**config.mk**
```make
export PLATFORM = sky130hd
export DESIGN_NAME = vga_frame_sched_flat
export DESIGN_NICKNAME = d
export VERILOG_FILES = /design/src/rtl/vga_frame_sched_if.sv /design/src/rtl/vga_frame_sched.sv /design/src/flat_wrapper.sv
export SDC_FILE = /design/constraint.sdc
export NUM_CORES = 1
export LEC_CHECK = 0
export ABC_AREA = 1
export CAP_MARGIN = 0
export CORE_ASPECT_RATIO = 0.5
export CORE_MARGIN = 2
export CORE_UTILIZATION = 40
export CTS_CLUSTER_SIZE = 40
export DETAILED_ROUTE_END_ITERATION = 10
export HOLD_SLACK_MARGIN = 0.06
export PLACE_DENSITY = 0.66
export SYNTH_ARGS = -nofsm -noshare
export SYNTH_HDL_FRONTEND = slang
export SYNTH_SLANG_ARGS = --single-unit
```
**constraint.sdc**
```tcl
create_clock -name clk -period 1.8 [get_ports clk]
set_input_delay 0.18 -clock clk [delete_from_list [all_inputs] [get_ports clk]]
set_output_delay 0.18 -clock clk [all_outputs]
set_load 0.03 [all_outputs]
```
**src/rtl/vga_frame_sched_if.sv**
```systemverilog
// Updater <-> scheduler ownership handshake for the shared tile/frame state.
interface vga_frame_sched_if;
  logic upd_req;
  logic upd_gnt;
  logic upd_overrun;

  modport master (output upd_req, input upd_gnt, input upd_overrun);
  modport slave  (input upd_req, output upd_gnt, output upd_overrun);
endinterface

```
**src/rtl/vga_frame_sched.sv**
```systemverilog
// 640x480@60 raster timing plus vblank-only arbitration of the shared state.
// Optional: define VGA_FRAME_SCHED_FRAME_CNT_EN to add the 16-bit frame_count output.
module vga_frame_sched #(
  parameter int H_ACTIVE = 640,
  parameter int H_FP     = 16,
  parameter int H_SYNC   = 96,
  parameter int H_BP     = 48,
  parameter int V_ACTIVE = 480,
  parameter int V_FP     = 10,
  parameter int V_SYNC   = 2,
  parameter int V_BP     = 33,
  parameter int SYNC_POL = 0
) (
  input  logic        clk,
  input  logic        rst,
  input  logic        pix_en,
  output logic [9:0]  h_count,
  output logic [9:0]  v_count,
  output logic        hsync,
  output logic        vsync,
  output logic        video_on,
  output logic        line_start,
  output logic        frame_start,
`ifdef VGA_FRAME_SCHED_FRAME_CNT_EN
  output logic [15:0] frame_count,
`endif
  vga_frame_sched_if.slave upd
);

  localparam int         H_TOTAL  = H_ACTIVE + H_FP + H_SYNC + H_BP;
  localparam int         V_TOTAL  = V_ACTIVE + V_FP + V_SYNC + V_BP;
  localparam logic [9:0] H_LAST   = 10'(H_TOTAL - 1);
  localparam logic [9:0] V_LAST   = 10'(V_TOTAL - 1);
  localparam logic [9:0] H_FP_AT  = 10'(H_ACTIVE);
  localparam logic [9:0] H_SY_AT  = 10'(H_ACTIVE + H_FP);
  localparam logic [9:0] H_BP_AT  = 10'(H_ACTIVE + H_FP + H_SYNC);
  localparam logic [9:0] V_FP_AT  = 10'(V_ACTIVE);
  localparam logic [9:0] V_SY_AT  = 10'(V_ACTIVE + V_FP);
  localparam logic [9:0] V_BP_AT  = 10'(V_ACTIVE + V_FP + V_SYNC);
  localparam logic       SYNC_ON  = 1'(SYNC_POL);

  typedef enum logic [1:0] {PH_ACTIVE, PH_FP, PH_SYNC, PH_BP} phase_e;
  typedef enum logic [1:0] {ARB_IDLE, ARB_WAIT, ARB_GRANT, ARB_HOLD} arb_e;

  logic [9:0] h_q, h_d, v_q, v_d;
  phase_e     h_ph_q, h_ph_d, v_ph_q, v_ph_d;
  logic       hsync_q, hsync_d, vsync_q, vsync_d, video_on_q, video_on_d;
  logic       line_start_q, line_start_d, frame_start_q, frame_start_d;
  arb_e       arb_q, arb_d;
  logic       gnt_q, gnt_d, overrun_q, overrun_d;
  logic       h_wrap, frame_wrap, vblank_ok;
`ifdef VGA_FRAME_SCHED_FRAME_CNT_EN
  logic [15:0] frame_cnt_q, frame_cnt_d;
`endif

  function automatic phase_e next_phase(input logic [9:0] cnt, input phase_e cur,
                                        input logic [9:0] fp_at, input logic [9:0] sy_at,
                                        input logic [9:0] bp_at);
    phase_e ph;
    if (cnt == 10'd0) ph = PH_ACTIVE;
    else if (cnt == fp_at) ph = PH_FP;
    else if (cnt == sy_at) ph = PH_SYNC;
    else if (cnt == bp_at) ph = PH_BP;
    else ph = cur;
    return ph;
  endfunction

  assign h_wrap     = (h_q == H_LAST);
  assign frame_wrap = h_wrap && (v_q == V_LAST);
  // The last vblank line is excluded so a grant can never straddle the frame wrap.
  assign vblank_ok  = (v_q >= V_FP_AT) && (v_q != V_LAST);

  // Raster next-state: counters, phases and outputs derived from the next count.
  always_comb begin
    h_d           = h_q;
    v_d           = v_q;
    h_ph_d        = h_ph_q;
    v_ph_d        = v_ph_q;
    hsync_d       = hsync_q;
    vsync_d       = vsync_q;
    video_on_d    = video_on_q;
    line_start_d  = 1'b0;
    frame_start_d = 1'b0;
`ifdef VGA_FRAME_SCHED_FRAME_CNT_EN
    frame_cnt_d   = frame_cnt_q;
`endif
    if (pix_en) begin
      if (h_wrap) begin
        h_d = 10'd0;
        if (v_q == V_LAST) v_d = 10'd0;
        else v_d = v_q + 10'd1;
        v_ph_d = next_phase(v_d, v_ph_q, V_FP_AT, V_SY_AT, V_BP_AT);
      end else begin
        h_d    = h_q + 10'd1;
        v_d    = v_q;
        v_ph_d = v_ph_q;
      end
      h_ph_d        = next_phase(h_d, h_ph_q, H_FP_AT, H_SY_AT, H_BP_AT);
      hsync_d       = (h_ph_d == PH_SYNC) ? SYNC_ON : ~SYNC_ON;
      vsync_d       = (v_ph_d == PH_SYNC) ? SYNC_ON : ~SYNC_ON;
      video_on_d    = (h_ph_d == PH_ACTIVE) && (v_ph_d == PH_ACTIVE);
      line_start_d  = h_wrap;
      frame_start_d = frame_wrap;
`ifdef VGA_FRAME_SCHED_FRAME_CNT_EN
      frame_cnt_d   = frame_wrap ? (frame_cnt_q + 16'd1) : frame_cnt_q;
`endif
    end else begin
      line_start_d  = 1'b0;
      frame_start_d = 1'b0;
    end
  end

  // Arbiter next-state; a release on the frame-wrap edge takes priority over revocation.
  always_comb begin
    arb_d     = arb_q;
    gnt_d     = gnt_q;
    overrun_d = 1'b0;
    if (pix_en) begin
      case (arb_q)
        ARB_IDLE: begin
          if (upd.upd_req && vblank_ok) arb_d = ARB_GRANT;
          else if (upd.upd_req) arb_d = ARB_WAIT;
          else arb_d = ARB_IDLE;
        end
        ARB_WAIT: begin
          if (!upd.upd_req) arb_d = ARB_IDLE;
          else if (vblank_ok) arb_d = ARB_GRANT;
          else arb_d = ARB_WAIT;
        end
        ARB_GRANT: begin
          if (!upd.upd_req) begin
            arb_d = ARB_IDLE;
          end else if (frame_wrap) begin
            arb_d     = ARB_HOLD;
            overrun_d = 1'b1;
          end else begin
            arb_d = ARB_GRANT;
          end
        end
        ARB_HOLD: begin
          if (!upd.upd_req) arb_d = ARB_IDLE;
          else arb_d = ARB_HOLD;
        end
        default: arb_d = ARB_IDLE;
      endcase
      gnt_d = (arb_d == ARB_GRANT);
    end else begin
      arb_d = arb_q;
      gnt_d = gnt_q;
    end
  end

  // State and output registers.
  always_ff @(posedge clk) begin
    if (rst) begin
      h_q           <= 10'd0;
      v_q           <= 10'd0;
      h_ph_q        <= PH_ACTIVE;
      v_ph_q        <= PH_ACTIVE;
      hsync_q       <= ~SYNC_ON;
      vsync_q       <= ~SYNC_ON;
      video_on_q    <= 1'b1;
      line_start_q  <= 1'b0;
      frame_start_q <= 1'b0;
      arb_q         <= ARB_IDLE;
      gnt_q         <= 1'b0;
      overrun_q     <= 1'b0;
`ifdef VGA_FRAME_SCHED_FRAME_CNT_EN
      frame_cnt_q   <= 16'd0;
`endif
    end else begin
      h_q           <= h_d;
      v_q           <= v_d;
      h_ph_q        <= h_ph_d;
      v_ph_q        <= v_ph_d;
      hsync_q       <= hsync_d;
      vsync_q       <= vsync_d;
      video_on_q    <= video_on_d;
      line_start_q  <= line_start_d;
      frame_start_q <= frame_start_d;
      arb_q         <= arb_d;
      gnt_q         <= gnt_d;
      overrun_q     <= overrun_d;
`ifdef VGA_FRAME_SCHED_FRAME_CNT_EN
      frame_cnt_q   <= frame_cnt_d;
`endif
    end
  end

  assign h_count         = h_q;
  assign v_count         = v_q;
  assign hsync           = hsync_q;
  assign vsync           = vsync_q;
  assign video_on        = video_on_q;
  assign line_start      = line_start_q;
  assign frame_start     = frame_start_q;
  assign upd.upd_gnt     = gnt_q;
  assign upd.upd_overrun = overrun_q;
`ifdef VGA_FRAME_SCHED_FRAME_CNT_EN
  assign frame_count     = frame_cnt_q;
`endif

endmodule

```
**src/flat_wrapper.sv**
```systemverilog
// flat-port wrapper written by rule: the top's interface ports become plain ports
module vga_frame_sched_flat 
#(
  parameter int H_ACTIVE = 640,
  parameter int H_FP     = 16,
  parameter int H_SYNC   = 96,
  parameter int H_BP     = 48,
  parameter int V_ACTIVE = 480,
  parameter int V_FP     = 10,
  parameter int V_SYNC   = 2,
  parameter int V_BP     = 33,
  parameter int SYNC_POL = 0
)
  (clk, rst, pix_en, h_count, v_count, hsync, vsync, video_on, line_start, frame_start, upd_upd_req, upd_upd_gnt, upd_upd_overrun);
  vga_frame_sched_if upd_i ();
  input  logic clk;
  input  logic rst;
  input  logic pix_en;
  output logic [9:0] h_count;
  output logic [9:0] v_count;
  output logic hsync;
  output logic vsync;
  output logic video_on;
  output logic line_start;
  output logic frame_start;
  input wire logic [$bits(upd_i.upd_req)-1:0] upd_upd_req;
  output wire logic [$bits(upd_i.upd_gnt)-1:0] upd_upd_gnt;
  output wire logic [$bits(upd_i.upd_overrun)-1:0] upd_upd_overrun;
  assign upd_i.upd_req = upd_upd_req;
  assign upd_upd_gnt = upd_i.upd_gnt;
  assign upd_upd_overrun = upd_i.upd_overrun;
  vga_frame_sched #(.H_ACTIVE(H_ACTIVE), .H_FP(H_FP), .H_SYNC(H_SYNC), .H_BP(H_BP), .V_ACTIVE(V_ACTIVE), .V_FP(V_FP), .V_SYNC(V_SYNC), .V_BP(V_BP), .SYNC_POL(SYNC_POL)) u_core (.clk(clk), .rst(rst), .pix_en(pix_en), .h_count(h_count), .v_count(v_count), .hsync(hsync), .vsync(vsync), .video_on(video_on), .line_start(line_start), .frame_start(frame_start), .upd(upd_i));
endmodule
```
# Yosys cells after proc, flatten, opt, wreduce, memory -nomap -nowiden
# Index checks and enable logic that the tools add are counted.
totals:
  regBits: 33
  wordCells: 73
  input_bits: 4
  out_inout_bits: 27
op_classes:
  n_lt_le_gt_ge: 1
  n_mux: 28
  n_addsub: 2
  bitwise_logic: 3
  n_reduce_logical: 12
  n_eq_ne: 15
op_table:
  columns: ["op", "n"]
  rows:
  - ["10-bit == test, second input constant", 5]
  - ["10-bit 2-to-1 mux", 5]
  - ["2-bit 2-to-1 mux", 17]
  - ["10-bit by 9-bit == test with 1-bit output, second input constant", 3]
  - ["10-bit by 1-bit adder with 10-bit output, second input constant", 2]
  - ["10-bit zero test", 2]
  - ["2-bit == test, second input constant", 5]
  - ["10-bit by 9-bit greater-or-equal comparator with 1-bit output, second input constant", 1]
  - ["10-bit inequality test, second input constant", 1]
  - ["2-bit case mux with 4 select lines", 1]
  - ["2-bit zero test", 3]
  - ["1-bit 2-to-1 mux", 5]
  - ["1-bit logical AND", 4]
  - ["4-bit OR reduction", 1]
  - ["1-bit NOT", 3]
  - ["2-bit by 1-bit == test with 1-bit output, second input constant", 1]
  - ["2-bit AND reduction", 1]
  - ["2-bit OR reduction", 1]

# Logic depth before layout (Yosys ltp)
depth:
  word_depth: 13
  depth_mapped: 18
  ltp_nobuf: 18

# Worst setup path after synthesis
# Ideal clock, no wire load.
synth_timing:
  kind: "reg-to-reg"
  from: "register u_core.h_q[0], in the netlist u_core.h_count[0]"
  to: "register u_core.hsync_q, in the netlist u_core.hsync"
  synth_period_minus_slack_ns: 2.094
  setup_time_ns: 0.122
  arrival_ns: 1.972
  slack_ns: -0.294
  stages_incl_launch_ff: 14
  cell_sequence: "dfxtp_1 > ha_1 > nand2_2 > nor2_4 > nand3_4 > nand3_1 > nor2b_2 > nand3b_1 > nand2_1 > nand2_1 > nand2_2 > nand3_1 > nand2_1 > nand2_1"
synth_via:
  elab_chain_cells: 11
  elab_cells_between_ends: 15
  cone_classes: "add/sub (1); eq/ne (5); mux (8); reduce/logical (1)"
synth_lines:
  columns: ["element", "line", "rtl"]
  rows:
  - ["start, declared", "vga_frame_sched.sv:45", "logic [9:0] h_q, h_d, v_q, v_d;"]
  - ["start signal, assigned", "vga_frame_sched.sv:156", "h_q <= 10'd0;"]
  - ["start signal, assigned", "vga_frame_sched.sv:172", "h_q <= h_d;"]
  - ["10-bit by 1-bit adder with 10-bit output or 10-bit == test (tied branches)", "vga_frame_sched.sv:94, vga_frame_sched.sv:68", null]
  - ["10-bit 2-to-1 mux (*)", "vga_frame_sched.sv:88", "if (h_wrap) begin"]
  - ["10-bit 2-to-1 mux (*)", "vga_frame_sched.sv:87", "if (pix_en) begin"]
  - ["10-bit == test", "vga_frame_sched.sv:63", "else if (cnt == bp_at) ph = PH_BP;"]
  - ["2-bit 2-to-1 mux", "vga_frame_sched.sv:63", null]
  - ["2-bit 2-to-1 mux", "vga_frame_sched.sv:62", "else if (cnt == sy_at) ph = PH_SYNC;"]
  - ["2-bit 2-to-1 mux", "vga_frame_sched.sv:61", "else if (cnt == fp_at) ph = PH_FP;"]
  - ["2-bit 2-to-1 mux (*)", "vga_frame_sched.sv:60", "if (cnt == 10'd0) ph = PH_ACTIVE;"]
  - ["2-bit 2-to-1 mux (*)", "vga_frame_sched.sv:87", null]
  - ["2-bit == test (*)", "vga_frame_sched.sv:99", "hsync_d = (h_ph_d == PH_SYNC) ? SYNC_ON : ~SYNC_ON;"]
  - ["1-bit 2-to-1 mux (*)", "vga_frame_sched.sv:99", null]
  - ["end signal, assigned", "vga_frame_sched.sv:160", "hsync_q <= ~SYNC_ON;"]
  - ["end signal, assigned", "vga_frame_sched.sv:176", "hsync_q <= hsync_d;"]
  - ["end, declared", "vga_frame_sched.sv:47", "logic hsync_q, hsync_d, vsync_q, vsync_d, video_on_q, video_on_d;"]
# Every way passes the cells marked *; elsewhere a longest branch is shown, timed or not. The select of a mux whose other input is x is not followed.
# A chain may end at the register's enable or synchronous reset.

# Worst setup path in the final report
layout_timing:
  from: "register u_core.h_q[0], in the netlist u_core.h_count[0]"
  to: "register u_core.v_q[0], in the netlist u_core.v_count[0]"
layout_via:
  elab_chain_cells: 2
layout_lines:
  columns: ["element", "line", "rtl"]
  rows:
  - ["10-bit == test", "vga_frame_sched.sv:68", "assign h_wrap = (h_q == H_LAST);"]
  - ["2-bit AND reduction (no line)", null, null]
  - ["end signal, assigned", "vga_frame_sched.sv:173", "v_q <= v_d;"]
  - ["end, declared", "vga_frame_sched.sv:45", null]
# No other way between the ends.

==> run summary <==
# nets final: 417
largest net degree at the start of global routing: 27
#FFs+latches synth: 33
post-synthesis instance total: 328
first-pass GRT wire length: 9653 um
maximum clock rate: 501.1 MHz
I/O pins: 31
Vias/cell: 4.817
vias: 2312
cts bufs inserted: 5
critical path launch point type: flip-flop
type of the most critical hold path: flip-flop to flip-flop
maximum clock insertion buffer count: 2
WL/cell: 12.74 um
Final Max Tran Viols: 0
Rows: 18
TNS Setup: -2.802 ns
Area Growth Syn to Fin: 54.81%
Power Dens Cells: 566.5 nW/um^2
failing checks: negative setup slack
initial drt markers: 97
Yosys cell types: 29
hold violation count in the final report: 0
register area share after synthesis: 32.59%
fillcell total: 453
Syn Nets: 336
commonest non-fill, non-tap cell in the layout: nand2_1
CORE AREA: 4910 um^2
worst-case clock skew: 0.003773 ns
CTS Sinks: 33
Die W: 104.7 um
initial antenna violation count: 0
GP Congestion: 0.8409
slowest cell on the critical path: dfxtp_4
GRT Total Usage: 21.62%
endpoint class of the critical path: flip-flop
number of global-route vias before repair: 2158
clk slew on worst S/H paths: 0.07 ns
Setup-failing EPs final: 21
Crit path top cell by count: buf_4
Setup WS post-layout: -0.1955 ns
Total Wirelength: 6117 um
total power: 1.778 mW
post-detail-place hpwl: 4066 um
Vert. Die Dim: 54.34 um
first-pass iteration count of the detailed router: 6
diodes inserted: 0
Root Buffer: clkbuf_8
# H-tree levels: 2
Max-Cap Viols: 0
Cell Chain, Critical Path: ha_4 > nand2_4 > nor2_4 > buf_4 > nand3_4 > buf_4 > buf_4 > nor3_1 > inv_2 > o22ai_1
fin crit share: 110.9%
Crit path largest cell delay: 0.37 ns
Final min period: 1.995 ns
Worst IR Drop VDD: 366.6 uV
syn avg cell area: 6.180 um^2
commonest cells after routing, fill and taps aside: nand2_1, buf_4, inv_1
post-route ant nets: 0
yosys warns: 0
CTS tree: built
CP delay by family, top: buffers and inverters
worst skew pair latency: 0.29 ns
Synth area leader: dfxtp_1
status: finished with violations
RSZ-0062 raised after global routing: yes
Yosys top cell area share: 32.59%
Worst Tran Pin Value: 0.3212 ns
critical path arrival: 2.20 ns
R2R setup slack: -0.20 ns
GR Overflow Total: 0
Worst Path Max Fanout: 11
share of cells above drive strength 1: 31.95%
Post-Syn Area: 2027 um^2
Post-DP Area: 2695 um^2
slew margin rel.: 78.42%
leakage: 1.359 nW
DIE AREA: 5687 um^2
Initial Util: 41.28%
design area: 3138 um^2
Setup Crit Path Kind: flip-flop to flip-flop
worst path required time: 2.01 ns
Port-buffer cells: 30
DP Worst Slack: -0.1560 ns
Synth area leaders: dfxtp_1, nand2_1, nor2_1
Critical path buffers and inverters: 4
final core occ: 63.91%
total DRC errors in the routed layout: 0
[flip-flops by register name (all words and copies together) (netlist names)]
name / count
u_core.line_start: 1
u_core.v_ph_q: 2
u_core.v_count: 10
u_core.hsync: 1
u_core.upd.upd_overrun: 1
u_core.frame_start: 1
u_core.video_on: 1
u_core.h_count: 10
u_core.vsync: 1
u_core.arb_q: 2
u_core.upd.upd_gnt: 1
u_core.h_ph_q: 2
[timing repair]
action,4_1_cts,5_1_grt
hold buffers,0,0
resized for setup,33,25
setup buffers,8,8
endpoints found under the setup margin,16,21
pin swaps,23,27
[cell type report]
type | count | area (um^2) | share of cell area, %
Inverter | 47 | 181.4 | 5.781
Multi-Input combinational cell | 239 | 1356 | 43.22
Clock inverter | 1 | 30.03 | 0.9569
Clock buffer | 7 | 86.33 | 2.751
Timing Repair Buffer | 83 | 701.9 | 22.37
Sequential cell | 33 | 694.4 | 22.13
Tap cell | 70 | 87.58 | 2.791
[final timing paths]
path / cells past startpoint / to / from
max: 10 / u_core.v_count[0] / u_core.h_count[0]
min: 2 / u_core.h_ph_q[1] / u_core.h_ph_q[1]
max reg2reg: 10 / u_core.v_count[0] / u_core.h_count[0]
min reg2reg: 2 / u_core.h_ph_q[1] / u_core.h_ph_q[1]
[cells by family (layout without fill, tap and decap cells)]
logic type	count (synthesis)	after routing	synth area share, %
DFF	33	33	32.59
and+or+nand+nor	188	188	41.17
xor gates and xnor gates	2	2	0.8644
AOI/OAI and AO/OA	45	45	12.16
buffers and inverters	56	138	10.74
adders and majority gates	4	4	2.469
[metal layers]
metal / track usage (%) / wire length [um] / up-vias
met5: 0 / 0 / -
met1: 24.89 / 2856 / 1046
met4: 7.111 / 96 / 0
met3: 4.881 / 247 / 11
li1: - / - / 1203
met2: 41.72 / 2917 / 52
[Yosys cell counts, drive strengths merged]
library cell	number
o211ai	1
or2	1
clkbuf	7
nand3	29
nand3b	2
xor2	2
buf	2
nand2	93
dfxtp	33
o21bai	2
a21oi	17
nand4	7
o21a	1
ha	4
nor2b	1
nor3	4
nor2	50
and2	1
o21ai	15
o22ai	9
inv	47
[worst min-delay path, stage by stage (launching register included)]
cell and delay, ns:
dfxtp_1 0.31, nand2_1 0.06, a21oi_1 0.05
[stage by stage]
stage / instances / hold slack, ns
2_1_floorplan: 328 / 0.2491
3_3_place_gp: 456 / 0.4538
3_5_place_dp: 456 / 0.4623
4_1_cts: 472 / 0.4721
5_1_grt: 480 / 0.4878
6_report: 480 / 0.4659
[where the power goes]
group,internal [mW],switching [mW]
clock network,0.452,0.287
registers,0.748,0.0241
logic,0.118,0.149
(Power assumes the default switching activity.)
